--- src/rtl/pipeline_hazard_ctrl_if.sv ---
// Hazard-control bundle between the pipeline datapath and pipeline_hazard_ctrl.
// master: datapath side (drives ID/EX status, consumes controls); slave: controller side.
interface pipeline_hazard_ctrl_if #(
  parameter int CNT_W = 16
);
  logic [4:0]       id_rs1;
  logic [4:0]       id_rs2;
  logic             id_uses_rs1;
  logic             id_uses_rs2;
  logic             ex_mem_read;
  logic             ex_reg_write;
  logic [4:0]       ex_rd;
  logic             ex_branch_taken;
  logic             mem_busy;
  logic             stats_clr;
  logic             pc_write_en;
  logic             ifid_write_en;
  logic             ifid_flush;
  logic             idex_bubble;
  logic             idex_flush;
  logic             pipe_freeze;
  logic [CNT_W-1:0] stall_count;
  logic [CNT_W-1:0] flush_count;

  modport master (
    output id_rs1,
    output id_rs2,
    output id_uses_rs1,
    output id_uses_rs2,
    output ex_mem_read,
    output ex_reg_write,
    output ex_rd,
    output ex_branch_taken,
    output mem_busy,
    output stats_clr,
    input  pc_write_en,
    input  ifid_write_en,
    input  ifid_flush,
    input  idex_bubble,
    input  idex_flush,
    input  pipe_freeze,
    input  stall_count,
    input  flush_count
  );

  modport slave (
    input  id_rs1,
    input  id_rs2,
    input  id_uses_rs1,
    input  id_uses_rs2,
    input  ex_mem_read,
    input  ex_reg_write,
    input  ex_rd,
    input  ex_branch_taken,
    input  mem_busy,
    input  stats_clr,
    output pc_write_en,
    output ifid_write_en,
    output ifid_flush,
    output idex_bubble,
    output idex_flush,
    output pipe_freeze,
    output stall_count,
    output flush_count
  );
endinterface

--- src/rtl/pipeline_hazard_ctrl.sv ---
// Stall/flush sequencer for the 5-stage LEGv8 pipeline.
// Ports: clk, reset_n (async active-low), bus (slave modport): ID/EX
// hazard inputs, branch, mem_busy, stats_clr in; PC/IF-ID/ID-EX
// write/bubble/flush/freeze controls and saturating counters out.
module pipeline_hazard_ctrl #(
  parameter int LOAD_STALL_CYCLES = 1,
  parameter int CNT_W             = 16
) (
  input  logic                   clk,
  input  logic                   reset_n,
  pipeline_hazard_ctrl_if.slave  bus
);

  typedef enum logic {
    RUN        = 1'b0,
    LOAD_STALL = 1'b1
  } state_e;

  localparam logic [3:0] REM_INIT =
    4'(LOAD_STALL_CYCLES - 1);
  localparam logic [CNT_W-1:0] CNT_MAX = '1;
  localparam logic [CNT_W-1:0] CNT_ONE = CNT_W'(1);

  state_e           state_q;
  state_e           state_d;
  logic [3:0]       rem_q;
  logic [3:0]       rem_d;
  logic [CNT_W-1:0] stall_q;
  logic [CNT_W-1:0] stall_d;
  logic [CNT_W-1:0] flush_q;
  logic [CNT_W-1:0] flush_d;

  logic hazard;
  logic rs1_hit;
  logic rs2_hit;
  logic sel_busy;
  logic sel_branch;
  logic sel_hold;
  logic sel_hazard;
  logic sel_normal;

  logic pc_we;
  logic ifid_we;
  logic ifid_fl;
  logic idex_bub;
  logic idex_fl;
  logic freeze;

  // X31 is XZR: a load "into" it never produces a value to wait for.
  always_comb begin
    rs1_hit = bus.id_uses_rs1 &&
              (bus.id_rs1 == bus.ex_rd);
    rs2_hit = bus.id_uses_rs2 &&
              (bus.id_rs2 == bus.ex_rd);
    hazard  = bus.ex_mem_read &&
              bus.ex_reg_write &&
              (bus.ex_rd != 5'd31) &&
              (rs1_hit || rs2_hit);
  end

  // Flatten the priority chain into one-hot selects.
  always_comb begin
    sel_busy   = bus.mem_busy;
    sel_branch = !bus.mem_busy &&
                 bus.ex_branch_taken;
    sel_hold   = !bus.mem_busy &&
                 !bus.ex_branch_taken &&
                 (state_q == LOAD_STALL);
    sel_hazard = !bus.mem_busy &&
                 !bus.ex_branch_taken &&
                 (state_q == RUN) &&
                 hazard;
    sel_normal = !bus.mem_busy &&
                 !bus.ex_branch_taken &&
                 (state_q == RUN) &&
                 !hazard;
  end

  always_comb begin
    pc_we    = 1'b1;
    ifid_we  = 1'b1;
    ifid_fl  = 1'b0;
    idex_bub = 1'b0;
    idex_fl  = 1'b0;
    freeze   = 1'b0;
    state_d  = state_q;
    rem_d    = rem_q;

    unique case (1'b1)
      sel_busy: begin
        pc_we   = 1'b0;
        ifid_we = 1'b0;
        freeze  = 1'b1;
      end
      sel_branch: begin
        ifid_fl = 1'b1;
        idex_fl = 1'b1;
        state_d = RUN;
        rem_d   = 4'd0;
      end
      sel_hold: begin
        pc_we    = 1'b0;
        ifid_we  = 1'b0;
        idex_bub = 1'b1;
        rem_d    = rem_q - 4'd1;
        if (rem_q == 4'd1) begin
          state_d = RUN;
        end
      end
      sel_hazard: begin
        pc_we    = 1'b0;
        ifid_we  = 1'b0;
        idex_bub = 1'b1;
        if (LOAD_STALL_CYCLES > 1) begin
          state_d = LOAD_STALL;
          rem_d   = REM_INIT;
        end
      end
      sel_normal: begin
        pc_we = 1'b1;
      end
    endcase

    // Held in reset: keep the pipe inert and flushed.
    if (!reset_n) begin
      pc_we    = 1'b0;
      ifid_we  = 1'b0;
      ifid_fl  = 1'b1;
      idex_bub = 1'b1;
      idex_fl  = 1'b1;
      freeze   = 1'b0;
    end
  end

  always_comb begin
    stall_d = stall_q;
    flush_d = flush_q;
    if (!pc_we && (stall_q != CNT_MAX)) begin
      stall_d = stall_q + CNT_ONE;
    end
    if (sel_branch && (flush_q != CNT_MAX)) begin
      flush_d = flush_q + CNT_ONE;
    end
    if (bus.stats_clr) begin
      stall_d = '0;
      flush_d = '0;
    end
  end

  always_ff @(posedge clk or negedge reset_n) begin
    if (!reset_n) begin
      state_q <= RUN;
      rem_q   <= 4'd0;
      stall_q <= '0;
      flush_q <= '0;
    end else begin
      state_q <= state_d;
      rem_q   <= rem_d;
      stall_q <= stall_d;
      flush_q <= flush_d;
    end
  end

  assign bus.pc_write_en   = pc_we;
  assign bus.ifid_write_en = ifid_we;
  assign bus.ifid_flush    = ifid_fl;
  assign bus.idex_bubble   = idex_bub;
  assign bus.idex_flush    = idex_fl;
  assign bus.pipe_freeze   = freeze;
  assign bus.stall_count   = stall_q;
  assign bus.flush_count   = flush_q;

endmodule
--- src/flat_wrapper.sv ---
// flat-port wrapper written by rule: the top's interface ports become plain ports
module pipeline_hazard_ctrl_flat 
#(
  parameter int LOAD_STALL_CYCLES = 1,
  parameter int CNT_W             = 16
)
  (clk, reset_n, bus_id_rs1, bus_id_rs2, bus_id_uses_rs1, bus_id_uses_rs2, bus_ex_mem_read, bus_ex_reg_write, bus_ex_rd, bus_ex_branch_taken, bus_mem_busy, bus_stats_clr, bus_pc_write_en, bus_ifid_write_en, bus_ifid_flush, bus_idex_bubble, bus_idex_flush, bus_pipe_freeze, bus_stall_count, bus_flush_count);
  pipeline_hazard_ctrl_if #(.CNT_W(CNT_W)) bus_i ();
  input  logic clk;
  input  logic reset_n;
  input wire logic [$bits(bus_i.id_rs1)-1:0] bus_id_rs1;
  input wire logic [$bits(bus_i.id_rs2)-1:0] bus_id_rs2;
  input wire logic [$bits(bus_i.id_uses_rs1)-1:0] bus_id_uses_rs1;
  input wire logic [$bits(bus_i.id_uses_rs2)-1:0] bus_id_uses_rs2;
  input wire logic [$bits(bus_i.ex_mem_read)-1:0] bus_ex_mem_read;
  input wire logic [$bits(bus_i.ex_reg_write)-1:0] bus_ex_reg_write;
  input wire logic [$bits(bus_i.ex_rd)-1:0] bus_ex_rd;
  input wire logic [$bits(bus_i.ex_branch_taken)-1:0] bus_ex_branch_taken;
  input wire logic [$bits(bus_i.mem_busy)-1:0] bus_mem_busy;
  input wire logic [$bits(bus_i.stats_clr)-1:0] bus_stats_clr;
  output wire logic [$bits(bus_i.pc_write_en)-1:0] bus_pc_write_en;
  output wire logic [$bits(bus_i.ifid_write_en)-1:0] bus_ifid_write_en;
  output wire logic [$bits(bus_i.ifid_flush)-1:0] bus_ifid_flush;
  output wire logic [$bits(bus_i.idex_bubble)-1:0] bus_idex_bubble;
  output wire logic [$bits(bus_i.idex_flush)-1:0] bus_idex_flush;
  output wire logic [$bits(bus_i.pipe_freeze)-1:0] bus_pipe_freeze;
  output wire logic [$bits(bus_i.stall_count)-1:0] bus_stall_count;
  output wire logic [$bits(bus_i.flush_count)-1:0] bus_flush_count;
  assign bus_i.id_rs1 = bus_id_rs1;
  assign bus_i.id_rs2 = bus_id_rs2;
  assign bus_i.id_uses_rs1 = bus_id_uses_rs1;
  assign bus_i.id_uses_rs2 = bus_id_uses_rs2;
  assign bus_i.ex_mem_read = bus_ex_mem_read;
  assign bus_i.ex_reg_write = bus_ex_reg_write;
  assign bus_i.ex_rd = bus_ex_rd;
  assign bus_i.ex_branch_taken = bus_ex_branch_taken;
  assign bus_i.mem_busy = bus_mem_busy;
  assign bus_i.stats_clr = bus_stats_clr;
  assign bus_pc_write_en = bus_i.pc_write_en;
  assign bus_ifid_write_en = bus_i.ifid_write_en;
  assign bus_ifid_flush = bus_i.ifid_flush;
  assign bus_idex_bubble = bus_i.idex_bubble;
  assign bus_idex_flush = bus_i.idex_flush;
  assign bus_pipe_freeze = bus_i.pipe_freeze;
  assign bus_stall_count = bus_i.stall_count;
  assign bus_flush_count = bus_i.flush_count;
  pipeline_hazard_ctrl #(.LOAD_STALL_CYCLES(LOAD_STALL_CYCLES), .CNT_W(CNT_W)) u_core (.clk(clk), .reset_n(reset_n), .bus(bus_i));
endmodule
--- config.mk ---
export PLATFORM = sky130hd
export DESIGN_NAME = pipeline_hazard_ctrl_flat
export DESIGN_NICKNAME = d
export VERILOG_FILES = /design/src/rtl/pipeline_hazard_ctrl_if.sv /design/src/rtl/pipeline_hazard_ctrl.sv /design/src/flat_wrapper.sv
export SDC_FILE = /design/constraint.sdc
export NUM_CORES = 1
export LEC_CHECK = 0
export CORE_MARGIN = 2
export CORE_UTILIZATION = 46
export CTS_CLUSTER_DIAMETER = 40
export DETAILED_ROUTE_END_ITERATION = 7
export GPL_ROUTABILITY_DRIVEN = 0
export PLACE_DENSITY = 0.8
export SYNTH_ARGS = -nofsm -noshare
export SYNTH_HDL_FRONTEND = slang
export SYNTH_SLANG_ARGS = --single-unit
--- constraint.sdc ---
create_clock -name clk -period 2.91 [get_ports clk]
set_clock_uncertainty 0.05 [all_clocks]
set_input_delay 0.582 -clock clk [delete_from_list [all_inputs] [get_ports clk]]
set_output_delay 0.582 -clock clk [all_outputs]
set_load 0.03 [all_outputs]
# Yosys cells after proc, flatten, opt, wreduce, memory -nomap -nowiden
# Cells that the tools add are included.
[word_totals]
wordCells = 52
mem_bits_ro = 0
mem_bits_rw = 0
out_inout_bits = 38
n_memories = 0
latchBits = 0
ff_bits = 37
[op_classes]
addsub = 3
muxes = 15
n_lt_le_gt_ge = 0
shifts = 0
eq_ne = 7
reduce_logical = 22
div_mod_pow = 0
n_bitwise = 1
mul = 0
[op_table]
columns = ["op", "n"]
rows = [
  ["two-way mux 16 bit", 4],
  ["adder 16 x 1 -> 16 bit, second input constant", 2],
  ["inequality test 16 bit, second input constant", 2],
  ["logical AND 1 bit", 12],
  ["== test 5 bit", 2],
  ["two-way mux 1 bit", 9],
  ["one-hot mux 4 bit (2 select lines)", 1],
  ["nonzero test 2 bit", 3],
  ["inequality test 5 bit, second input constant", 1],
  ["== test 4 x 1 -> 1 bit, second input constant", 1],
  ["subtractor 4 x 1 -> 4 bit, second input constant", 1],
  ["zero test 1 bit", 3],
  ["OR reduction 3 bit", 1],
  ["inequality test 2 bit, second input constant", 1],
  ["one-hot mux 1 bit (2 select lines)", 1],
  ["AND reduction 2 bit", 1],
  ["OR reduction 2 bit", 1],
  ["logical OR 1 bit", 1],
  ["NOT 1 bit", 1],
]

# Logic depth before layout (Yosys ltp)
[logic_depth]
ltp_word = 12
mapped_depth = 8

# Worst setup path after synthesis
# OpenSTA, ideal clock, no wires.
[synth_path]
path_type = "input to output"
startpoint = "input bus_id_rs1[4]"
endpoint = "output bus_pc_write_en"
arrival_time_ns = 1.906
path_buffers = 1
t_required_ns = 2.278
path_slack_ns = 0.372
stages = 7
cell_sequence = "xnor2_1 > nand4_1 > o22ai_1 > nand2_1 > nand2_1 > nor2_1 > buf_4"
[synth_between]
elab_chain_cells = 8
[synth_rtl]
columns = ["element", "line", "rtl"]
rows = [
  ["start: declaration", "flat_wrapper.sv:11", "input wire logic [$bits(bus_i.id_rs1)-1:0] bus_id_rs1;"],
  ["== test 5 bit", "pipeline_hazard_ctrl.sv:52", "(bus.id_rs1 == bus.ex_rd);"],
  ["logical AND 1 bit", "pipeline_hazard_ctrl.sv:51", "rs1_hit = bus.id_uses_rs1 &&"],
  ["logical OR 1 bit", "pipeline_hazard_ctrl.sv:58", "(rs1_hit || rs2_hit);"],
  ["logical AND 1 bit", "pipeline_hazard_ctrl.sv:57", "(bus.ex_rd != 5'd31) &&"],
  ["logical AND 1 bit", "pipeline_hazard_ctrl.sv:71", "(state_q == RUN) &&"],
  ["OR reduction 3 bit (no line)", "-", ""],
  ["two-way mux 1 bit (2 in series)", "-", ""],
  ["end: declaration", "flat_wrapper.sv:21", "output wire logic [$bits(bus_i.pc_write_en)-1:0] bus_pc_write_en;"],
]
# Every way passes these cells.

# Worst setup path in the final report
[layout_path]
startpoint = "input bus_ex_branch_taken"
endpoint = "output bus_ifid_flush"
[layout_between]
elab_chain_cells = 3
[layout_rtl]
columns = ["element", "line", "rtl"]
rows = [
  ["start: declaration", "flat_wrapper.sv:18", "input wire logic [$bits(bus_i.ex_branch_taken)-1:0] bus_ex_branch_taken;"],
  ["logical AND 1 bit", "pipeline_hazard_ctrl.sv:64", "sel_branch = !bus.mem_busy &&"],
  ["two-way mux 1 bit", "pipeline_hazard_ctrl.sv:89", "unique case (1'b1)"],
  ["two-way mux 1 bit", "pipeline_hazard_ctrl.sv:125", "if (!reset_n) begin"],
  ["end: declaration", "flat_wrapper.sv:23", "output wire logic [$bits(bus_i.ifid_flush)-1:0] bus_ifid_flush;"],
]
# Every way passes these cells.

==> reports/metrics.yaml <==
setup_path:
  cp-end-kind: "output port"
  r2r_cells: 9
  reg2reg_slack_ns: 0.60
  critical_path_class: "in2out"
  critPathRequiredTime_ns: 2.28
  r2r_start: "u_core.bus.stall_count[0]"
  critPathMaxFanout: 3
  crit_path_start_kind: "input pin"
  regToRegEndpoint: "u_core.bus.stall_count[1]"
  cp.arrival_ns: 2.06
  crit_start: "bus_ex_branch_taken"
  crit_path_end: "bus_ifid_flush"
global_routing:
  grt_max_degree: 22
  grt_pass1_wl_um: 6710
  grt_pass1_vias: 1463
  grt_usage_pct: 20.0
  antenna_found_initial: 0
  grt.overflow.total: 0
sta:
  final_hold_viol_count: 0
  setup_viol: 0
  fmax_mhz: 371
  grt_setup_unrepaired: "no"
  fin_crit_sh_pct: 92.6
  maxSlewViolCount: 0
  tns_ns: 0
  worst_slew_pin_slew_ns: 0.549
  layout_min_cycle_time_ns: 2.69
  slew-limit-headroom_pct: 63.3
  setup_ws_ns: 0.216
cts:
  clock-root-buffer: "clkbuf_8"
  cts_setup_buffers: 0
  clock_sinks: 32
  path_clk_slew_ns: 0.07
  htree_levels: 2
  holdBufCountCts: 0
  cts_buffer_depth: 2
  cts_tree: "built"
  cts_buffers: 5
  insertion_delay_ns: 0.28
  cts_resized: 0
synthesis:
  synth_cell_types: 34
  postSynthCellCount: 201
  syn_nets: 227
  ys_seq_area_share_pct: 43.2
  yosys-top-cells-area: "dfrtp_1 (43%), xnor2_1 (8.0%), nor2_1 (4.7%)"
  syn_area_per_cell_um2: 9.21
  yosysTopAreaCellShare_pct: 43.2
  syn_area_um2: 1850
  ys_ff_latch: 32
  yosys.area.top_type: "dfrtp_1"
  ys_warn_count: 0
layout:
  drive_above_1_share_pct: 9.89
  fillers: 331
  final_nets: 298
  area_growth_pct: 44.7
  n_antenna_cell: 0
power_and_ir_drop:
  power_frac_seq_pct: 42.2
  switching_power_uw: 255
  combinationalPowerShare_pct: 14.6
  p_leak_uw: 0.00106
  powerDensity_nw_per_um2: 405
  clkPwrFrac_pct: 43.2
  p_sw_share_pct: 23.5
  p_int_uw: 831
  irDropWorstVdd_v: 0.000277
die:
  io-pin-count: 62
  die-area_um2: 4550
  die_h_um: 67.4
  std_cell_rows: 23
  core_area_um2: 3940
  initial_core_util_pct: 47.0
  die_x_um: 67.4
drt:
  drt-vias-per-instance: 5.41
  vias: 1749
  drc: 0
  firstDrtPassIters: 4
  postRouteAntennaNets: 0
  totalWireLength_um: 4400
  drtIter0Drc: 63
  routedWlPerCell_um: 13.6
outcome:
  outcome: "completed"
min_path:
  min-delay-start: "u_core.bus.flush_count[10]"
  hp-class: "reg2reg"
placed_design:
  hpwl_um: 3410
  io_buffers: 61
  place_ws_ns: 0.0987
flow_run:
  maxCapViolCount: 0
## power groups by stage
stage                     Clock [µW]  Sequential [µW]  Combinational [µW]
after global routing             494              459                 172
after floorplan                    0              478                62.0
after detailed placement           0              467                 159
after CTS                        475              458                 160
after global placement             0              467                 157
final                            469              458                 158
## flip-flops by register name (all words and copies together), names as in the netlist
signal,flops
u_core.bus.flush_count,16
u_core.bus.stall_count,16
## cell usage in the layout (no fill, tap or decap), drive strengths merged
cell and instances:
a2111oi 1, a211oi 1, a21oi 14, a41oi 1, and2 3, and3 3, and4 8, buf 14
bufinv 1, clkbuf 7, clkdlybuf4s50 57, dfrtp 32, ha 2, inv 3, mux2 1, mux2i 2
nand2 18, nand2b 2, nand3 12, nand4 8, nor2 23, nor2b 3, nor3 1, o211ai 1
o21ai 10, o221ai 1, o22ai 1, o31ai 3, o32a 1, or3 10, or4 3, xnor2 17
xor2 9
## cells in the mapped netlist (all sizes together)
| cell type | count |
|---|---|
| dfrtp | 32 |
| nor2 | 23 |
| nand2 | 18 |
| xnor2 | 17 |
| a21oi | 14 |
| nand3 | 12 |
| o21ai | 10 |
| or3 | 10 |
| xor2 | 9 |
| and4 | 8 |
| nand4 | 8 |
| buf | 4 |
| and2 | 3 |
| and3 | 3 |
| clkbuf | 3 |
| inv | 3 |
| nor2b | 3 |
| o31ai | 3 |
| or4 | 3 |
| ha | 2 |
| mux2i | 2 |
| nand2b | 2 |
| a2111oi | 1 |
| a211oi | 1 |
| a41oi | 1 |
| mux2 | 1 |
| nor3 | 1 |
| o211ai | 1 |
| o221ai | 1 |
| o22ai | 1 |
| o32a | 1 |
## worst max-delay path, stage by stage
cell,delay [ns]
clkdlybuf4s50_1,0.56
nand2b_1,0.12
nand2_1,0.11
clkdlybuf4s50_1,0.68
## kinds of logic after synthesis
family / count (synthesis) / synth area share, %
compound gates: 34 / 11.9
xor+xnor: 26 / 12.3
simple gates: 94 / 26.9
fa+ha+maj: 2 / 1.35
mux: 3 / 1.69
flops: 32 / 43.2
buf+inv: 10 / 2.63
## area by class of cell
type | instances | area (µm²) | share of cell area, %
multi-input combinational | 159 | 1000 | 37.4
sequential | 32 | 801 | 29.9
tap | 50 | 62.6 | 2.34
inverter | 3 | 11.3 | 0.420
clock buffer | 7 | 96.3 | 3.60
clock inverter | 1 | 30.0 | 1.12
timing repair buffer | 71 | 676 | 25.2
## routing by layer
layer	GRT usage (%)	vias up	share of wire (%)
li1	-	862	-
met1	25.4	819	43
met2	31.6	59	46
met3	6.17	9	8.9
met4	8.16	0	1.4
met5	0	-	0
## how the worst min path moves through the flow
stage                                  to  slack (ns)  cells past startpoint
2_1_floorplan   u_core.bus.flush_count[0]        0.24                      0
3_3_place_gp    u_core.bus.flush_count[8]        0.49                      2
3_5_place_dp   u_core.bus.flush_count[10]        0.51                      2
4_1_cts        u_core.bus.flush_count[10]        0.53                      2
5_1_grt        u_core.bus.flush_count[10]        0.55                      2
6_report       u_core.bus.flush_count[10]        0.52                      2
## metrics by stage
step	power, µW	util (%)	cells	instance area (µm²)	hold WS [ns]
after floorplan	540	-	201	1850	0.236
after global placement	624	64.7	315	2550	0.492
after detailed placement	626	64.7	315	2550	0.505
after CTS	1090	67.9	323	2680	0.525
after global routing	1130	67.9	323	2680	0.547
final	1090	67.9	323	2680	0.520
No activity file was read; power rests on OpenSTA's default activity.
